==> src/rtl/write_buffer_if.sv <==
// Store-buffer bus bundle: cache write path, drain-to-memory port,
// load-forwarding lookup and flush/status signals.
interface write_buffer_if #(
  parameter int AW = 32,
  parameter int DW = 32,
  parameter int CW = 3
);
  logic          wr_valid;
  logic          wr_ready;
  logic [AW-1:0] wr_addr;
  logic [DW-1:0] wr_data;
  logic          mem_req;
  logic          mem_ack;
  logic [AW-1:0] mem_addr;
  logic [DW-1:0] mem_wdata;
  logic [AW-1:0] rd_addr;
  logic          rd_hit;
  logic [DW-1:0] rd_data;
  logic          flush;
  logic          flush_done;
  logic [CW-1:0] count;
  logic          full;
  logic          empty;

  modport slave (
    input  wr_valid, wr_addr, wr_data, mem_ack, rd_addr, flush,
    output wr_ready, mem_req, mem_addr, mem_wdata, rd_hit, rd_data,
           flush_done, count, full, empty
  );

  modport master (
    output wr_valid, wr_addr, wr_data, mem_ack, rd_addr, flush,
    input  wr_ready, mem_req, mem_addr, mem_wdata, rd_hit, rd_data,
           flush_done, count, full, empty
  );
endinterface

==> src/rtl/write_buffer.sv <==
// Circular store buffer with word-granular merging, youngest-match load
// forwarding, a two-state drain FSM toward data memory, and flush support.
module write_buffer #(
  parameter int DEPTH = 4,
  parameter int AW    = 32,
  parameter int DW    = 32
) (
  input  logic clk,
  input  logic reset,
  write_buffer_if.slave bus
);
  localparam int PW = $clog2(DEPTH);
  localparam int CW = PW + 1;

  typedef enum logic {IDLE, BUSY} state_t;

  state_t                   state;
  logic [PW-1:0]            head, tail;
  logic [CW-1:0]            cnt, cnt_nxt;
  logic [DEPTH-1:0]         vld;
  logic [DEPTH-1:0][AW-1:0] ent_addr;
  logic [DEPTH-1:0][DW-1:0] ent_data;
  logic                     flush_active, flush_done_q;

  logic          full, empty, enq, deq, alloc, merge;
  logic          merge_hit;
  logic [PW-1:0] merge_idx;
  logic          fwd_hit;
  logic [DW-1:0] fwd_data;
  logic [PW-1:0] fwd_idx;
  logic          unused_rd_lsb;

  assign full  = (cnt == CW'(DEPTH));
  assign empty = (cnt == '0);

  // Gating with reset keeps wr_ready low while held in reset yet high on
  // the very first cycle after release.
  assign bus.wr_ready = reset && !full && !flush_active;

  assign enq     = bus.wr_valid && bus.wr_ready;
  assign deq     = (state == BUSY) && bus.mem_ack;
  assign alloc   = enq && !merge_hit;
  assign merge   = enq && merge_hit;
  assign cnt_nxt = cnt + CW'(alloc) - CW'(deq);

  // The head may already be on the memory bus, so it never takes a merge.
  always_comb begin
    merge_hit = 1'b0;
    merge_idx = '0;
    for (int i = 0; i < DEPTH; i++) begin
      if (vld[i] && (PW'(i) != head) &&
          (ent_addr[i][AW-1:2] == bus.wr_addr[AW-1:2])) begin
        merge_hit = 1'b1;
        merge_idx = PW'(i);
      end
    end
  end

  // Walk oldest to youngest so the last match seen wins.
  always_comb begin
    fwd_hit  = 1'b0;
    fwd_data = '0;
    fwd_idx  = '0;
    for (int k = 0; k < DEPTH; k++) begin
      fwd_idx = head + PW'(k);
      if (vld[fwd_idx] && (ent_addr[fwd_idx][AW-1:2] == bus.rd_addr[AW-1:2])) begin
        fwd_hit  = 1'b1;
        fwd_data = ent_data[fwd_idx];
      end
    end
  end

  assign unused_rd_lsb = ^bus.rd_addr[1:0];

  always_ff @(posedge clk or negedge reset) begin
    if (!reset) begin
      state        <= IDLE;
      head         <= '0;
      tail         <= '0;
      cnt          <= '0;
      vld          <= '0;
      ent_addr     <= '0;
      ent_data     <= '0;
      flush_active <= 1'b0;
      flush_done_q <= 1'b0;
    end else begin
      if (deq) begin
        vld[head] <= 1'b0;
        head      <= head + 1'b1;
      end
      if (alloc) begin
        ent_addr[tail] <= bus.wr_addr;
        ent_data[tail] <= bus.wr_data;
        vld[tail]      <= 1'b1;
        tail           <= tail + 1'b1;
      end
      if (merge)
        ent_data[merge_idx] <= bus.wr_data;
      cnt <= cnt_nxt;

      case (state)
        IDLE: if (!empty) state <= BUSY;
        BUSY: if (deq && (cnt_nxt == '0)) state <= IDLE;
        default: state <= IDLE;
      endcase

      flush_done_q <= 1'b0;
      if (flush_active && empty) begin
        flush_active <= 1'b0;
        flush_done_q <= 1'b1;
      end else if (bus.flush) begin
        flush_active <= 1'b1;
      end
    end
  end

  assign bus.mem_req    = (state == BUSY);
  assign bus.mem_addr   = (state == BUSY) ? ent_addr[head] : '0;
  assign bus.mem_wdata  = (state == BUSY) ? ent_data[head] : '0;
  assign bus.rd_hit     = fwd_hit;
  assign bus.rd_data    = fwd_data;
  assign bus.flush_done = flush_done_q;
  assign bus.count      = cnt;
  assign bus.full       = full;
  assign bus.empty      = empty;
endmodule

==> src/flat_wrapper.sv <==
// flat-port wrapper written by rule: the top's interface ports become plain ports
module write_buffer_flat 
#(
  parameter int DEPTH = 4,
  parameter int AW    = 32,
  parameter int DW    = 32
)
  (clk, reset, bus_wr_valid, bus_wr_addr, bus_wr_data, bus_mem_ack, bus_rd_addr, bus_flush, bus_wr_ready, bus_mem_req, bus_mem_addr, bus_mem_wdata, bus_rd_hit, bus_rd_data, bus_flush_done, bus_count, bus_full, bus_empty);
  write_buffer_if #(.AW(AW), .DW(DW), .CW(3)) bus_i ();
  input  logic clk;
  input  logic reset;
  input wire logic [$bits(bus_i.wr_valid)-1:0] bus_wr_valid;
  input wire logic [$bits(bus_i.wr_addr)-1:0] bus_wr_addr;
  input wire logic [$bits(bus_i.wr_data)-1:0] bus_wr_data;
  input wire logic [$bits(bus_i.mem_ack)-1:0] bus_mem_ack;
  input wire logic [$bits(bus_i.rd_addr)-1:0] bus_rd_addr;
  input wire logic [$bits(bus_i.flush)-1:0] bus_flush;
  output wire logic [$bits(bus_i.wr_ready)-1:0] bus_wr_ready;
  output wire logic [$bits(bus_i.mem_req)-1:0] bus_mem_req;
  output wire logic [$bits(bus_i.mem_addr)-1:0] bus_mem_addr;
  output wire logic [$bits(bus_i.mem_wdata)-1:0] bus_mem_wdata;
  output wire logic [$bits(bus_i.rd_hit)-1:0] bus_rd_hit;
  output wire logic [$bits(bus_i.rd_data)-1:0] bus_rd_data;
  output wire logic [$bits(bus_i.flush_done)-1:0] bus_flush_done;
  output wire logic [$bits(bus_i.count)-1:0] bus_count;
  output wire logic [$bits(bus_i.full)-1:0] bus_full;
  output wire logic [$bits(bus_i.empty)-1:0] bus_empty;
  assign bus_i.wr_valid = bus_wr_valid;
  assign bus_i.wr_addr = bus_wr_addr;
  assign bus_i.wr_data = bus_wr_data;
  assign bus_i.mem_ack = bus_mem_ack;
  assign bus_i.rd_addr = bus_rd_addr;
  assign bus_i.flush = bus_flush;
  assign bus_wr_ready = bus_i.wr_ready;
  assign bus_mem_req = bus_i.mem_req;
  assign bus_mem_addr = bus_i.mem_addr;
  assign bus_mem_wdata = bus_i.mem_wdata;
  assign bus_rd_hit = bus_i.rd_hit;
  assign bus_rd_data = bus_i.rd_data;
  assign bus_flush_done = bus_i.flush_done;
  assign bus_count = bus_i.count;
  assign bus_full = bus_i.full;
  assign bus_empty = bus_i.empty;
  write_buffer #(.DEPTH(DEPTH), .AW(AW), .DW(DW)) u_core (.clk(clk), .reset(reset), .bus(bus_i));
endmodule
==> config.mk <==
export PLATFORM = sky130hd
export DESIGN_NAME = write_buffer_flat
export DESIGN_NICKNAME = d
export VERILOG_FILES = /design/src/rtl/write_buffer_if.sv /design/src/rtl/write_buffer.sv /design/src/flat_wrapper.sv
export SDC_FILE = /design/constraint.sdc
export NUM_CORES = 1
export LEC_CHECK = 0
export CAP_MARGIN = 10
export CORE_ASPECT_RATIO = 0.9
export CORE_UTILIZATION = 30
export CTS_CLUSTER_DIAMETER = 40
export DETAILED_ROUTE_END_ITERATION = 10
export PLACE_DENSITY = 0.53
export REMOVE_ABC_BUFFERS = 1
export SYNTH_ARGS = -nofsm -noshare
export SYNTH_HDL_FRONTEND = slang
export SYNTH_SLANG_ARGS = --single-unit
export TNS_END_PERCENT = 50
==> constraint.sdc <==
create_clock -name clk -period 10.3 [get_ports clk]
set_clock_uncertainty 0.1 [all_clocks]
set_input_delay 2.06 -clock clk [delete_from_list [all_inputs] [get_ports clk]]
set_output_delay 2.06 -clock clk [all_outputs]
set_load 0.02 [all_outputs]
## Yosys cells after proc, flatten, opt, wreduce, memory -nomap -nowiden

Cells that the tools add are included.

| word-level totals | value |
|---|---|
| bits in latches | 0 |
| memories kept | 0 |
| RAM bits | 0 |
| memory bits (read-only) | 0 |
| logic and storage cells | 138 |
| register bits | 270 |
| input bits | 101 |

| operators by class | value |
|---|---|
| divide/modulo/power cells | 0 |
| equality and inequality tests | 12 |
| magnitude comparators | 9 |
| reduce and logical (&&, ||, !) cells | 30 |
| $mul | 0 |
| shift operators | 0 |
| multiplexer cells | 62 |
| bitwise gates (word level) | 4 |
| add/subtract/negate cells | 6 |

Operators by type and width:

| kind | number |
|---|---|
| binary-select mux 32 bit (select 2 bit) | 8 |
| 2-to-1 mux 32 bit | 16 |
| bitwise mux 128 bit | 3 |
| 2-to-1 mux 128 bit | 2 |
| == test 30 bit | 8 |
| demux 32 bit (select 2 bit) | 2 |
| logical AND 1 bit | 23 |
| 2-to-1 mux 1 bit | 20 |
| < comparator 2 x 3 -> 1 bit (second input constant) | 6 |
| binary-select mux 1 bit (select 2 bit) | 4 |
| 2-to-1 mux 4 bit | 2 |
| greater-or-equal comparator 2 x 1 -> 1 bit (second input constant) | 3 |
| logical NOT 3 bit | 2 |
| adder 2 x 1 -> 2 bit (second input constant) | 2 |
| adder 2 bit (second input constant) | 2 |
| AND 4 bit | 1 |
| demux 1 bit (select 2 bit) | 2 |
| 2-to-1 mux 2 bit | 2 |
| inequality test 2 bit (first input constant) | 2 |
| inverter 4 bit | 1 |
| OR 4 bit | 1 |
| nonzero test 2 bit | 2 |
| adder 3 x 1 -> 3 bit | 1 |
| == test 3 bit (second input constant) | 1 |
| other kinds (5) | 7 |

## Logic depth before layout (Yosys ltp)

Gate-level depths: netlist of run 1.

| depth | value |
|---|---|
| depth in word-level cells | 15 |
| mapped depth | 21 |
| mapped depth without buffers | 13 |

## Worst setup path before layout of run 1

OpenSTA, ideal clock, no wires.

| timing | value |
|---|---|
| path kind | input to output |
| start point | input bus_rd_addr[8] |
| end point | output bus_rd_data[10] |
| data required time | 8.140 ns |
| arrival | 4.650 ns |
| slack | 3.490 ns |
| stages | 10 |
| buffers on the path | 3 |
| cell sequence | buf_2 -> xnor2_1 -> or4b_1 -> a222oi_1 -> or4b_1 -> nor4_2 -> buf_4 -> nor2_2 -> buf_6 -> a32oi_1 |

| on the way | value |
|---|---|
| longest elaborated chain between the ends | 6 |
| elaborated cells between the ends (all ways) | 12 |
| those cells by class | 4 x eq/ne; 4 x mux; 4 x reduce/logical |

Ends and longest elaborated chain:

| what | line | text |
|---|---|---|
| from (decl) | flat_wrapper.sv:16 | `input wire logic [$bits(bus_i.rd_addr)-1:0] bus_rd_addr;` |
| == test 30 bit | write_buffer.sv:66 | `if (vld[fwd_idx] && (ent_addr[fwd_idx][AW-1:2] == bus.rd_addr[AW-1:2])) begin` |
| logical AND 1 bit | write_buffer.sv:66 |  |
| 2-to-1 mux 32 bit (3 in a row) | write_buffer.sv:66 |  |
| 2-to-1 mux 32 bit * | write_buffer.sv:66 |  |
| to (decl) | flat_wrapper.sv:23 | `output wire logic [$bits(bus_i.rd_data)-1:0] bus_rd_data;` |

Every way passes the cells marked *; elsewhere a longest branch is shown, timed or not.

## Worst setup path after layout of run 1

| timing | value |
|---|---|
| start point | register u_core.head[0] |
| end point | output bus_rd_data[9] |

| on the way | value |
|---|---|
| longest elaborated chain between the ends | 8 |
| elaborated cells between the ends (all ways) | 39 |
| those cells by class | 3 x add/sub; 4 x eq/ne; 28 x mux; 4 x reduce/logical |

Ends and longest elaborated chain:

| what | line | text |
|---|---|---|
| from (decl) | write_buffer.sv:18 | `logic [PW-1:0] head, tail;` |
| from (signal assigned) | write_buffer.sv:89 | `head <= head + 1'b1;` |
| adder 2 x 1 -> 2 bit / binary-select mux 32 bit (select 2 bit) (equally long branches) | write_buffer.sv:65, write_buffer.sv:66 |  |
| binary-select mux 32 bit (select 2 bit) / 2-to-1 mux 32 bit (equally long branches) | write_buffer.sv:66 |  |
| 2-to-1 mux 32 bit (not written as such) / == test 30 bit (equally long branches) | write_buffer.sv:66 |  |
| == test 30 bit / logical AND 1 bit (equally long branches) | write_buffer.sv:66 |  |
| logical AND 1 bit / 2-to-1 mux 32 bit (equally long branches) | write_buffer.sv:66 |  |
| 2-to-1 mux 32 bit (2 in a row) | write_buffer.sv:66 |  |
| 2-to-1 mux 32 bit * | write_buffer.sv:66 |  |

Every way passes the cells marked *; elsewhere a longest branch is shown, timed or not. The select of a mux whose other input is x is not followed.

==> qor.yml, run 1 <==
place:
  portBuffers: 203
  detailed_place_hpwl_um: 55300
  preCtsSetupSlack_ns: 1.36
  gp_congestion: 0.989
sta:
  final.min_clock_period_ns: 9.44
  drv_slew: 0
  hold_slack_ns: 0.409
  fmax_mhz: 106
  setup_slack_ns: 0.858
  setup_viol: 0
  hold_violations: 0
  post-route-period-util: 0.917
  tightest_slew_ns: 1.05
  rsz0062_at_grt: "no"
  maxSlewHeadroom: 0.303
logic_synthesis:
  synth_area_um2: 21500
  ys_async_sr_fraction: 1.00
  synthDominantCellAreaShare: 0.315
  synthCells: 1771
  synth_edf_count: 0
  yosysWarnings: 0
  synth-seq-cells: 270
  syn_avg_cell_area_um2: 12.1
  yosysMostFrequentCell: "dfrtp_1"
  ys_seq_area_frac: 0.315
  ys_top_cells_by_area: "dfrtp_1 31%, mux4_2 21%, mux2_2 14%"
  synth_cell_types: 62
  synth_top_cells_by_count: "270 x dfrtp_1, 266 x mux2_2, 203 x mux4_2, 122 x xor2_1"
  synth_top_area_cell: "dfrtp_1"
  ys.flop_type: "dfrtp_1"
die:
  die_y_um: 256
  coreArea_um2: 70400
  rows: 92
  initial_core_util: 0.305
  io-pin-count: 206
  die_x_um: 284
  die-area_um2: 72700
grt:
  antenna_found_initial: 1
  grt_first_pass_wirelength_um: 115000
  overflow: 0
  grt_start_max_net_pins: 126
  grt_pass1_vias: 16400
  grtUsageTotal: 0.213
worst_hold_path:
  hold_path.startpoint: "u_core.ent_addr[64]"
  hold_path.class: "flip-flop to flip-flop"
route:
  wirelength_um: 78200
  drt_pre_antenna_iters: 7
  drc: 0
  vias: 16400
  drt_iter0_drc: 1352
  wire_per_inst_um: 27.1
  via_per_inst: 5.70
  ant_nets: 0
setup_path:
  cp_max_fo: 64
  cp.arrival_ns: 7.28
  worstSetupPathType: "flip-flop to output port"
  worstSetupStartpoint: "u_core.head[0]"
  r2r-start: "u_core.head[0]"
  endpoint_kind: "output port"
  startpoint_type: "flip-flop"
  required_ns: 8.14
finish:
  multi_input_area_um2: 13900
  post-route-util: 0.371
  regArea_um2: 6770
  drive_gt1_frac: 0.323
  fillers: 6846
  nets: 2006
  syn_to_final_growth_pct: 21.8
run_status:
  status: "finished clean"
flow_run:
  cap_violations: 0
cts:
  cts-buffers-inserted: 56
  clk_latency_ns: 0.61
  htreeDepth: 2
  cts_root_buf: "clkbuf_16"
  path_clk_slew_ns: 0.05
  cts_num_sinks: 270
  cts-resized-gates: 0
  ctsHoldBuffers: 0
  clk_path_buf_depth: 3
  post-cts-setup-buffer-count: 0
  cts_tree: "done"
pwr:
  p_per_area_nw_per_um2: 347
  p_total_mw: 9.08
  leakagePower_nw: 10.5
  peakVddDrop_mv: 0.220
==> cell families after synthesis <==
family,Yosys count,synth area share
AND/OR/NAND/NOR,331,0.0828
XOR/XNOR,218,0.0889
adder cells (fa/ha/maj),11,0.00676
AO/OA/AOI/OAI,176,0.0628
flip-flops,270,0.315
buffers and inverters,191,0.0428
multiplexers,574,0.401
==> flip-flops by register name, summed over array words and instances, names as in the netlist <==
signal	flops
u_core.ent_addr	128
u_core.ent_data	128
u_core.vld	4
u_core.bus.count	3
u_core.head	2
u_core.tail	2
u_core.bus.flush_done	1
u_core.bus.mem_req	1
u_core.flush_active	1
==> critical path, stage by stage (launching register included) <==
cell and delay [ns]:
dfrtp_4 1.03, clkinv_1 0.31, ha_4 0.84, buf_4 0.51
mux2_2 0.40, a22oi_1 0.22, o211ai_1 0.15, a222oi_1 0.36
or4b_1 0.52, nor4_4 0.45, buf_4 0.67, nand2_1 0.10
a32oi_1 0.31, clkdlybuf4s50_1 0.68
==> placed cells by master, fill, tap and decap left out, drive strengths merged, types with 6 or more instances in the layout <==
cell / instances
clkbuf: 70
inv: 26
nor2b: 9
a32oi: 33
ha: 10
and2: 62
nor3: 11
mux4: 203
a22oi: 9
nor2: 24
o2bb2ai: 6
buf: 33
nand4: 22
clkinv: 20
o211ai: 7
o21ai: 15
dfrtp: 270
clkdlybuf4s50: 202
o21bai: 32
a21oi: 17
nand3: 8
mux2: 266
nor4: 38
mux2i: 105
o2111ai: 8
xnor2: 96
nand2b: 38
o22ai: 13
nand2: 105
xor2: 122
==> worst paths after layout <==
kind | end | slack (ns) | depth (start not counted)
worst min register to register | u_core.ent_addr[64] | 0.41 | 1
worst max register to register | u_core.ent_addr[6] | 5.18 | 12
worst max-delay path | bus_rd_data[9] | 0.86 | 13
worst min-delay path | u_core.ent_addr[64] | 0.41 | 1
min in group asynchronous | u_core.ent_data[107] | 1.32 | 1
max in group asynchronous | u_core.bus.mem_req | 7.35 | 2
==> area by class of cell <==
type | instances | area share
multi-input cells | 1310 | 0.530
flip-flops and latches | 270 | 0.259
repair buffers | 235 | 0.0880
clock buffers | 70 | 0.0598
well taps | 940 | 0.0450
clock inverters | 35 | 0.0151
inverters | 21 | 0.00301
diodes | 1 | 0.0000956
==> report_power, final <==
| part | switching, mW | internal, mW | leakage (nW) |
|---|---|---|---|
| logic | 2.45 | 2.57 | 6.01 |
| clock network | 0.646 | 1.21 | 0.957 |
| registers | 0.719 | 1.48 | 3.52 |
| total | 3.82 | 5.26 | 10.5 |
==> per-stage QoR <==
| step | TNS (ns) | area [um^2] | std cells |
|---|---|---|---|
| floorplan | -1829.00 | 20600 | 1601 |
| global placement | 0 | 24200 | 2776 |
| detailed placement | 0 | 24200 | 2776 |
| CTS | 0 | 26200 | 2881 |
| global route | 0 | 26200 | 2881 |
| finish | 0 | 26200 | 2882 |
==> layer usage <==
| metal | up-vias | wire, um | global-route usage |
|---|---|---|---|
| met5 | - | 13 | 0 |
| met4 | 2 | 2350 | 0.0654 |
| met3 | 106 | 5390 | 0.0357 |
| met2 | 673 | 36000 | 0.336 |
| met1 | 8632 | 34400 | 0.298 |
| li1 | 7008 | - | - |
(Power assumes the default switching activity.)
==> run 2, diff against run 1 <==
--- a/config.mk
+++ b/config.mk
@@ -5,6 +5,7 @@
 export SDC_FILE = /design/constraint.sdc
 export NUM_CORES = 1
 export LEC_CHECK = 0
+export ABC_AREA = 1
 export CAP_MARGIN = 10
 export CORE_ASPECT_RATIO = 0.9
 export CORE_UTILIZATION = 30
==> run 2 against run 1 <==
Global-route usage increased by 3.6 points; hold slack lost 0.032 ns; critical path depth is 5 higher; die area is 1.3% lower; maximum frequency is 9.0% higher; routed wire length is 15% higher; sequential share of layout area increased by 0.48 points; design area fell by 1.9%.
==> qor.yml, run 2 <==
logic_synthesis:
  synth-seq-cells: 270
  yosys.area_share.xor_xnor: 0.0174
  ys.flop_type: "dfrtp_1"
  synth_top_family_by_area: "simple AND/OR/NAND/NOR gates"
  synth_top_cells_by_count: "1445 x nand2_1, 479 x nand3_1, 411 x o21ai_0, 270 x dfrtp_1, 261 x inv_1"
  yosysMostFrequentCell: "nand2_1"
  synth_mux_area_frac: 0
  synth_edf_count: 0
  synth-simple-area-share: 0.420
  yosysWarnings: 0
  synth_cell_types: 36
  synthDominantCellAreaShare: 0.319
  ys_async_sr_fraction: 1.00
  synth_compound_area_frac: 0.140
  synthCells: 3542
  synth-adder-area-share: 0.00685
  ys_seq_area_frac: 0.319
  synth_top_area_cell: "dfrtp_1"
  syn_avg_cell_area_um2: 5.98
  synth_area_um2: 21200
  ys_top_cells_by_area: "dfrtp_1 32%, nand2_1 26%, nand3_1 11%"
setup_path:
  endpoint_kind: "output port"
  cp_max_fo: 69
  path_buf_inv: 5
  critical_path.top_delay_family: "buffers and inverters"
  required_ns: 8.14
  worstSetupPathType: "flip-flop to output port"
  crit_path_max_incr_delay_ns: 0.82
  cpMostUsedCell: "nand2_1"
  crit_path_top_delay_cell: "dfrtp_4"
  worstPathCellList: "inv_4 -> ha_4 -> buf_4 -> nand3_1 -> nand3_1 -> nand2_1 -> nor2_1 -> nand2_1 -> nor2_1 -> nand2_1 -> nor2_4 -> buf_4 -> inv_2 -> nand3_1 -> nand2_1 -> nand2_1 -> nand2_1 -> clkdlybuf4s50_1"
  startpoint_type: "flip-flop"
  cp.arrival_ns: 6.50
finish:
  drive_gt1_frac: 0.0426
  mostFrequentLayoutCell: "nand2_1"
  final_cell_mix: "1441 x nand2_1, 478 x nand3_1, 411 x o21ai_0, 268 x dfrtp_1, 259 x inv_1"
  fin_cells: 4599
  stdcell_area_um2: 25700
  diodes: 0
  reg_top3: "u_core.ent_addr: 128 flops, u_core.ent_data: 128 flops, u_core.vld: 4 flops"
  nets: 3726
  post-route-util: 0.367
  syn_to_final_growth_pct: 21.2
route:
  ant_nets: 0
  vias: 23500
  drt_pre_antenna_iters: 6
  wirelength_um: 90100
  drc: 0
  via_per_inst: 5.11
  drt_iter0_drc: 2548
  wire_per_inst_um: 19.6
cts:
  cts-buffers-inserted: 56
  cts_tree: "done"
  clk_path_buf_depth: 3
  ctsHoldBuffers: 0
  path_clk_slew_ns: 0.05
  cts-resized-gates: 0
  clk_latency_ns: 0.62
  cts_root_buf: "clkbuf_16"
  post-cts-setup-buffer-count: 0
  cts_num_sinks: 270
  htreeDepth: 2
die:
  die-area_um2: 71700
  die_y_um: 254
  rows: 92
  coreArea_um2: 70000
  initial_core_util: 0.303
  die_x_um: 282
  io-pin-count: 206
sta:
  maxSlewHeadroom: 0.339
  hold_slack_ns: 0.377
  drv_slew: 0
  setup_slack_ns: 1.64
  fmax_mhz: 115
  post-route-period-util: 0.841
  setup_viol: 0
  finalSetupTns_ns: 0
  rsz0062_at_grt: "no"
  hold_violations: 0
  final.min_clock_period_ns: 8.66
  tightest_slew_ns: 0.987
place:
  preCtsSetupSlack_ns: 2.24
  portBuffers: 203
  dp_cells: 4496
  detailed_place_hpwl_um: 60000
  gp_congestion: 0.996
  placed_cell_area_um2: 23700
grt:
  antenna_found_initial: 6
  grt_first_pass_wirelength_um: 134000
  grt_pass1_vias: 21000
  grt_start_max_net_pins: 220
  grtUsageTotal: 0.249
  overflow: 0
pwr:
  power_frac_seq: 0.215
  peakVddDrop_mv: 0.238
  power.internal_mw: 4.54
  pwr-share-comb: 0.579
  leakagePower_nw: 12.6
  p_sw_frac: 0.512
  p_total_mw: 9.31
  p_per_area_nw_per_um2: 363
  power.switching_mw: 4.77
  clockPowerShare: 0.206
worst_hold_path:
  hold_path.class: "flip-flop to flip-flop"
run_status:
  status: "finished clean"
flow_run:
  cap_violations: 0
run 2: kinds of logic (layout without fill, tap and decap cells):
family / Yosys count / in the layout
fa+ha+maj: 11 / 11
simple gates: 2170 / 2170
xor+xnor: 42 / 42
compound gates: 565 / 565
flops: 270 / 270
buf+inv: 484 / 601
run 2: worst reg2reg max path, stage by stage (launching register included):
cell and delay, ns:
dfrtp_4 0.71, inv_4 0.62, buf_4 0.73, ha_1 0.28, inv_1 0.06, o211ai_1 0.08
nor3_1 0.09, nand2_1 0.09, nor2_1 0.06, nand2_1 0.05, nand2_1 0.08, nor2_4 0.28
nand3_4 0.65, nand2_2 1.04, nand2_1 0.13, nand2_1 0.09
run 2: path summary, 6_finish.rpt:
kind / start / to / slack [ns] / depth (start not counted)
setup / recovery: u_core.head[0] / bus_rd_data[12] / 1.64 / 18
hold / removal: u_core.ent_addr[33] / u_core.ent_addr[33] / 0.38 / 2
setup reg to reg: u_core.head[0] / u_core.ent_data[120] / 5.11 / 15
hold reg to reg: u_core.ent_addr[33] / u_core.ent_addr[33] / 0.38 / 2
max in group asynchronous: reset / u_core.head[1] / 7.29 / 2
min in group asynchronous: reset / u_core.ent_addr[56] / 1.31 / 1
run 2: final cells by class:
cell class / instances / area (um^2)
inverter: 270 / 1020
clock buffer: 71 / 1530
tap: 940 / 1180
fill: 7796 / 44300
clock inverter: 32 / 455
multi-input combinational: 2788 / 12500
timing repair buffer: 228 / 2260
sequential: 270 / 6760
run 2: power by group through the flow:
stage	Combinational, mW	Sequential [mW]	Clock (mW)
4_1_cts	5.36	1.99	1.95
3_5_place_dp	5.33	2.00	0
5_1_grt	6.03	2.06	2.00
6_report	5.39	2.00	1.92
3_3_place_gp	5.30	1.99	0
2_1_floorplan	3.51	1.97	0
run 2: metal layers:
layer  global-route usage  vias up  part of all wire
met5                    0        -           0.00070
met4               0.0686       12             0.025
met3               0.0510      133             0.091
met2                0.388      886              0.44
met1                0.346    10900              0.45
li1                     -    11600                 -
